==> config.mk <==
export PLATFORM = sky130hd
export DESIGN_NAME = fpu_mul_result_packer_flat
export DESIGN_NICKNAME = d
export VERILOG_FILES = /design/src/rtl/fpu_mul_result_packer_if.sv /design/src/rtl/fpu_mul_result_packer.sv /design/src/flat_wrapper.sv
export SDC_FILE = /design/constraint.sdc
export NUM_CORES = 1
export LEC_CHECK = 0
export CAP_MARGIN = 20
export CORE_UTILIZATION = 25
export DETAILED_ROUTE_END_ITERATION = 12
export MAX_ROUTING_LAYER = met4
export SLEW_MARGIN = 0
export SYNTH_ARGS = -nofsm -noshare
export SYNTH_HDL_FRONTEND = slang
export SYNTH_SLANG_ARGS = --single-unit
export TNS_END_PERCENT = 5
==> constraint.sdc <==
create_clock -name clk -period 4.05 [get_ports clk]
set_clock_uncertainty 0.15 [all_clocks]
set_input_delay 0.405 -clock clk [delete_from_list [all_inputs] [get_ports clk]]
set_output_delay 0.405 -clock clk [all_outputs]
set_load 0.02 [all_outputs]
==> src/rtl/fpu_mul_result_packer_if.sv <==
// ============================================================================
// fpu_mul_result_packer_if
// Product-in / result-out handshake bundle of the FP32 multiplier packer.
// master : upstream product source and result consumer
// slave  : the packer itself
// Revision: 1.0 - initial release
// ============================================================================
`default_nettype none

interface fpu_mul_result_packer_if;
   logic        in_valid;
   logic        in_ready;
   logic        in_sign;
   logic [9:0]  in_exp;
   logic [47:0] in_mant;
   logic [1:0]  in_class;
   logic        out_valid;
   logic        out_ready;
   logic [31:0] out_res;

   modport master (
      output in_valid, in_sign, in_exp, in_mant, in_class, out_ready,
      input  in_ready, out_valid, out_res
   );

   modport slave (
      input  in_valid, in_sign, in_exp, in_mant, in_class, out_ready,
      output in_ready, out_valid, out_res
   );
endinterface

`default_nettype wire

==> src/rtl/fpu_mul_result_packer.sv <==
// ============================================================================
// fpu_mul_result_packer
// Normalizes the 48-bit significand product, rounds to nearest-even, detects
// overflow/underflow and packs an IEEE-754 single. Two pipeline stages with
// valid/ready backpressure and sticky exception flags.
// Optional: FPU_PACK_OPCNT_EN builds the retired-result counter (op_count).
// Revision: 1.0 - initial release
// ============================================================================
`default_nettype none

module fpu_mul_result_packer #(
   parameter int CNT_W = 16
) (
   input  logic                 clk,
   input  logic                 reset,
   fpu_mul_result_packer_if.slave bus,
   input  logic                 flag_clr,
   output logic                 flag_overflow,
   output logic                 flag_underflow,
   output logic                 flag_inexact,
   output logic                 flag_invalid,
   output logic [CNT_W-1:0]     op_count
);

   localparam logic [1:0] CLS_ZERO = 2'b01;
   localparam logic [1:0] CLS_INF  = 2'b10;
   localparam logic [1:0] CLS_NAN  = 2'b11;

   // Stage 1 registers: normalized significand, guard/sticky, adjusted exponent
   logic               s1_valid;
   logic               s1_sign;
   logic signed [10:0] s1_exp;
   logic [22:0]        s1_sig;
   logic               s1_g;
   logic               s1_s;
   logic [1:0]         s1_class;

   // Stage 2 registers: packed result
   logic               s2_valid;
   logic [31:0]        s2_res;

   logic s2_ready;
   logic s1_ready;
   logic load1;
   logic load2;

   assign s2_ready     = !s2_valid || bus.out_ready;
   assign s1_ready     = !s1_valid || s2_ready;
   assign load1        = bus.in_valid && s1_ready;
   assign load2        = s1_valid && s2_ready;
   assign bus.in_ready = s1_ready;
   assign bus.out_valid = s2_valid;
   assign bus.out_res  = s2_res;

   logic               n_hi;
   logic [22:0]        n_sig;
   logic               n_g;
   logic               n_s;
   logic signed [10:0] n_exp;

   // Normalize: a product in [2,4) shifts one place right and bumps the exponent
   always_comb begin
      n_hi  = bus.in_mant[47];
      n_sig = n_hi ? bus.in_mant[46:24] : bus.in_mant[45:23];
      n_g   = n_hi ? bus.in_mant[23]    : bus.in_mant[22];
      n_s   = n_hi ? (|bus.in_mant[22:0]) : (|bus.in_mant[21:0]);
      n_exp = $signed({bus.in_exp[9], bus.in_exp}) + $signed({10'd0, n_hi});
   end

   // Stage 1 capture on an accepted product
   always_ff @(posedge clk) begin
      if (reset) begin
         s1_valid <= 1'b0;
         s1_sign  <= 1'b0;
         s1_exp   <= '0;
         s1_sig   <= '0;
         s1_g     <= 1'b0;
         s1_s     <= 1'b0;
         s1_class <= '0;
      end else begin
         s1_valid <= load1 || (s1_valid && !load2);
         if (load1) begin
            s1_sign  <= bus.in_sign;
            s1_exp   <= n_exp;
            s1_sig   <= n_sig;
            s1_g     <= n_g;
            s1_s     <= n_s;
            s1_class <= bus.in_class;
         end
      end
   end

   logic               r_inc;
   logic [23:0]        r_sum;
   logic signed [10:0] r_exp;
   logic [31:0]        p_res;
   logic               p_ovf;
   logic               p_unf;
   logic               p_inx;
   logic               p_inv;

   // Round to nearest-even and pack; special classes bypass rounding
   always_comb begin
      r_inc = s1_g && (s1_s || s1_sig[0]);
      r_sum = {1'b0, s1_sig} + {23'd0, r_inc};
      // carry-out leaves the low 23 bits zero, which is the renormalized field
      r_exp = s1_exp + $signed({10'd0, r_sum[23]});
      p_res = '0;
      p_ovf = 1'b0;
      p_unf = 1'b0;
      p_inx = 1'b0;
      p_inv = 1'b0;
      case (s1_class)
         CLS_ZERO: p_res = {s1_sign, 31'd0};
         CLS_INF:  p_res = {s1_sign, 8'hFF, 23'd0};
         CLS_NAN: begin
            p_res = 32'h7FC0_0000;
            p_inv = 1'b1;
         end
         default: begin
            p_inx = s1_g || s1_s;
            if (r_exp >= 11'sd255) begin
               p_res = {s1_sign, 8'hFF, 23'd0};
               p_ovf = 1'b1;
               p_inx = 1'b1;
            end else if (r_exp <= 11'sd0) begin
               p_res = {s1_sign, 31'd0};
               p_unf = 1'b1;
               p_inx = 1'b1;
            end else begin
               p_res = {s1_sign, r_exp[7:0], r_sum[22:0]};
            end
         end
      endcase
   end

   // Stage 2 output register, held while the consumer stalls
   always_ff @(posedge clk) begin
      if (reset) begin
         s2_valid <= 1'b0;
         s2_res   <= '0;
      end else begin
         s2_valid <= load2 || (s2_valid && !bus.out_ready);
         if (load2) begin
            s2_res <= p_res;
         end
      end
   end

   // Sticky flags; a clear wins over a set arriving in the same cycle
   always_ff @(posedge clk) begin
      if (reset || flag_clr) begin
         flag_overflow  <= 1'b0;
         flag_underflow <= 1'b0;
         flag_inexact   <= 1'b0;
         flag_invalid   <= 1'b0;
      end else if (load2) begin
         flag_overflow  <= flag_overflow  || p_ovf;
         flag_underflow <= flag_underflow || p_unf;
         flag_inexact   <= flag_inexact   || p_inx;
         flag_invalid   <= flag_invalid   || p_inv;
      end
   end

`ifdef FPU_PACK_OPCNT_EN
   logic [CNT_W-1:0] cnt;

   // Count retired results, wrapping naturally at the counter width
   always_ff @(posedge clk) begin
      if (reset) begin
         cnt <= '0;
      end else if (s2_valid && bus.out_ready) begin
         cnt <= cnt + 1'b1;
      end
   end

   assign op_count = cnt;
`else
   assign op_count = '0;
`endif

endmodule

`default_nettype wire

==> src/flat_wrapper.sv <==
// flat-port wrapper written by rule: the top's interface ports become plain ports
module fpu_mul_result_packer_flat 
#(
   parameter int CNT_W = 16
)
  (clk, reset, flag_clr, flag_overflow, flag_underflow, flag_inexact, flag_invalid, op_count, bus_in_valid, bus_in_sign, bus_in_exp, bus_in_mant, bus_in_class, bus_out_ready, bus_in_ready, bus_out_valid, bus_out_res);
  fpu_mul_result_packer_if bus_i ();
  input  logic clk;
  input  logic reset;
  input  logic flag_clr;
  output logic flag_overflow;
  output logic flag_underflow;
  output logic flag_inexact;
  output logic flag_invalid;
  output logic [CNT_W-1:0] op_count;
  input wire logic [$bits(bus_i.in_valid)-1:0] bus_in_valid;
  input wire logic [$bits(bus_i.in_sign)-1:0] bus_in_sign;
  input wire logic [$bits(bus_i.in_exp)-1:0] bus_in_exp;
  input wire logic [$bits(bus_i.in_mant)-1:0] bus_in_mant;
  input wire logic [$bits(bus_i.in_class)-1:0] bus_in_class;
  input wire logic [$bits(bus_i.out_ready)-1:0] bus_out_ready;
  output wire logic [$bits(bus_i.in_ready)-1:0] bus_in_ready;
  output wire logic [$bits(bus_i.out_valid)-1:0] bus_out_valid;
  output wire logic [$bits(bus_i.out_res)-1:0] bus_out_res;
  assign bus_i.in_valid = bus_in_valid;
  assign bus_i.in_sign = bus_in_sign;
  assign bus_i.in_exp = bus_in_exp;
  assign bus_i.in_mant = bus_in_mant;
  assign bus_i.in_class = bus_in_class;
  assign bus_i.out_ready = bus_out_ready;
  assign bus_in_ready = bus_i.in_ready;
  assign bus_out_valid = bus_i.out_valid;
  assign bus_out_res = bus_i.out_res;
  fpu_mul_result_packer #(.CNT_W(CNT_W)) u_core (.clk(clk), .reset(reset), .bus(bus_i), .flag_clr(flag_clr), .flag_overflow(flag_overflow), .flag_underflow(flag_underflow), .flag_inexact(flag_inexact), .flag_invalid(flag_invalid), .op_count(op_count));
endmodule
==> out/qor.csv <==
stage,metric,value,unit
status,status,completed,
logic_synthesis,YS warnings,0,
run,max_cap viols,0,
critical_path,Arrival @ worst endpoint,3.80,ns
layout,design area,5583,sq um
sta,worst slew pin tran,0.8136,ns
sta,minimum clock period,3.729,ns
logic_synthesis,"Seq/Total Area, Yosys",37.87,%
critical_path,Worst setup SP type,register,
layout,Filler Cells Inserted,1653,
sta,pins over their slew limit,0,
detailed_routing,Pre-Repair DR Iteration Count,4,
logic_synthesis,register bit count reported by yosys,77,
logic_synthesis,Avg Inst Size Synth,8.945,sq um
layout,area grow syn2layout,37.17,%
logic_synthesis,cell area after synthesis,4070,sq um
detailed_routing,DR vias,3596,
clock_tree,CTS tree,done,
logic_synthesis,post-synth cell types,51,
logic_synthesis,top post-synthesis cells by area,"dfxtp_1 38%, mux2i_1 6.1%, a211oi_1 6.1%",
critical_path,required time worst endpoint,4.12,ns
layout,ANT cells,0,
logic_synthesis,most frequent cell after synthesis,dfxtp_1,
critical_path,RR Startpoint,u_core.s1_g,
global_route,antenna violations before repair,0,
clock_tree,clock root cell,clkbuf_16,
sta,Max Clock Freq,0.2682,GHz
clock_tree,clock buffer depth,2,
global_route,pin count of the biggest net entering global routing,48,
detailed_routing,Via-to-Cell Ratio,4.646,
clock_tree,post-CTS setup buffers,0,
floorplan,# IOs,120,
layout,footprint of the multi-input gates,2345,sq um
clock_tree,worst-skew pair later-pin latency,0.33,ns
logic_synthesis,Most used DFF post-synth,dfxtp_1,
global_route,Tot GR Track Use,14.55,%
sta,Setup Viol. Count Final,0,
sta,Slew headroom,45.64,%
global_route,global-route wire length before repair,18020,um
detailed_routing,DRC,0,
critical_path,Critical Path End Type,register,
detailed_routing,DRT antenna net count,0,
sta,Fin Setup TNS,0,ns
min_path,hold path start,u_core.bus.out_res[7],
layout,share of layout cells above drive strength 1,11.83,%
detailed_routing,WL/cell,14.84,um
logic_synthesis,"top cells by count, synth","77 x dfxtp_1, 53 x nand2_1, 49 x nor2_1",
logic_synthesis,number of synthesized flops with an enable pin,0,
critical_path,Crit. Startpoint,u_core.s1_g,
sta,hold slack,0.3039,ns
layout,final core occ,35.14,%
pwr,worst-case vdd ir drop,210.0,uV
floorplan,Die X,129.6,um
layout,sequential standard cell area,1541,sq um
floorplan,Die H,129.6,um
floorplan,starting density of the core,25.62,%
clock_tree,CTS H-tree lvls,3,
floorplan,Die Area,16790,sq um
placement,gp weighted congestion,0.8553,
clock_tree,CTS buffer count,9,
floorplan,CORE AREA,15890,sq um
logic_synthesis,ys async rst share,0,%
placement,IO buf count,103,
logic_synthesis,Yosys top cell by area,dfxtp_1,
placement,Placed Area,5270,sq um
min_path,hold crit path type,register to register,
critical_path,crit path kind,register to register,
critical_path,critical-path maximum fanout,8,
clock_tree,clk sink count,77,
clock_tree,Worst-path clk slew,0.06,ns
layout,Final #Nets,626,
detailed_routing,drt total wl,11490,um
placement,DP HPWL,8827,um
sta,crit share post-route,92.07,%
pwr,P per Cell Area,350.7,nW/um^2
sta,final hold violations,0,
pwr,leakage power,0.002053,uW
global_route,vias in the first global route,3555,
pwr,Pwr Total,1958,uW
global_route,remaining global-route overflow,0,
logic_synthesis,Mapped Cells,455,
floorplan,# rows,46,
logic_synthesis,top cell type's share of synthesized area,37.87,%
detailed_routing,Detailed Route Iter0 Violations,130,
-- cell families after synthesis --
logic type               count (synthesis)  synth area share (%)
multiplexers                            25                 6.148
XOR/XNOR                                37                 8.146
other                                    1               0.09213
flip-flops                              77                 37.87
AO/OA/AOI/OAI                           97                 19.31
AND/OR/NAND/NOR                        166                 19.86
buffers and inverters                   46                 6.732
adder cells (fa/ha/maj)                  6                 1.844
-- routing by layer --
layer / wire length (um) / vias to the layer above / GRT usage (%)
li1: - / 1804 / -
met1: 5408 / 1665 / 18.34
met2: 5294 / 113 / 22.99
met3: 555 / 14 / 2.642
met4: 227 / 0 / 5.609
met5: 0 / - / -
-- stage by stage --
stage	setup WS (ns)	std cells
2_1_floorplan	0.3190	470
3_3_place_gp	0.2938	759
3_5_place_dp	0.1432	759
4_1_cts	0.1475	774
5_1_grt	-0.001136	774
6_report	0.3211	774
-- cells in the final DEF, fill, tap and decap left out, types with 5 or more instances in the layout --
master           instances
a21oi_1                 14
nor4_1                   7
nand3_1                 19
inv_1                    6
ha_1                     6
and3_1                   5
mux2i_1                 25
conb_1                  16
o21ai_2                 19
clkdlybuf4s50_1        102
o221a_2                  8
nand2_1                 53
nor2_1                  49
xnor2_1                 16
dfxtp_1                 77
clkbuf_16                9
nor3_1                   6
o21ai_0                  5
nand4_1                  9
a211oi_1                33
xor2_1                  20
buf_4                    9
-- state kept, by name (all words and copies together) (netlist names) --
signal	flops
u_core.bus.out_res	32
u_core.s1_sig	23
u_core.s1_exp	11
u_core.s1_class	2
u_core.bus.out_valid	1
u_core.flag_inexact	1
u_core.flag_invalid	1
u_core.flag_overflow	1
u_core.flag_underflow	1
u_core.s1_g	1
u_core.s1_s	1
u_core.s1_sign	1
u_core.s1_valid	1
-- critical path, stage by stage, from the launching register on --
cell,delay [ns]
dfxtp_1,0.36
o21a_1,0.13
ha_1,0.18
nand2_1,0.15
nor4_4,0.36
nand2_1,0.14
nor2_1,0.15
ha_1,0.25
ha_1,0.30
nand3_4,0.17
o31ai_1,0.40
nand2_1,0.17
or4_1,0.42
o221a_2,0.27
-- final cells by class --
class	instances	share of cell area, %
sequential	77	27.61
timing repair buffer	113	19.95
tap	216	4.841
clock inverter	6	1.165
multi-input combinational	347	42.00
clock buffer	9	4.034
inverter	6	0.4034
-- path summary, 6_finish.rpt --
kind	end	slack [ns]	cells after the start
max reg2reg	u_core.flag_inexact	0.32	13
min reg2reg	u_core.bus.out_res[7]	0.30	2
min	u_core.bus.out_res[7]	0.30	2
max	u_core.flag_inexact	0.32	13
-- what timing repair did --
item	in CTS	in global routing
hold endpoints to repair	0	0
hold buffers	0	0
resized for setup	0	3
endpoints found under the setup margin	0	29
-- power by group --
part           internal (uW)  switching (uW)
Combinational            156             159
Sequential               799            51.6
Clock                    473             318
Total                   1430             529
Note: power is estimated with default switching activity, not from simulation.
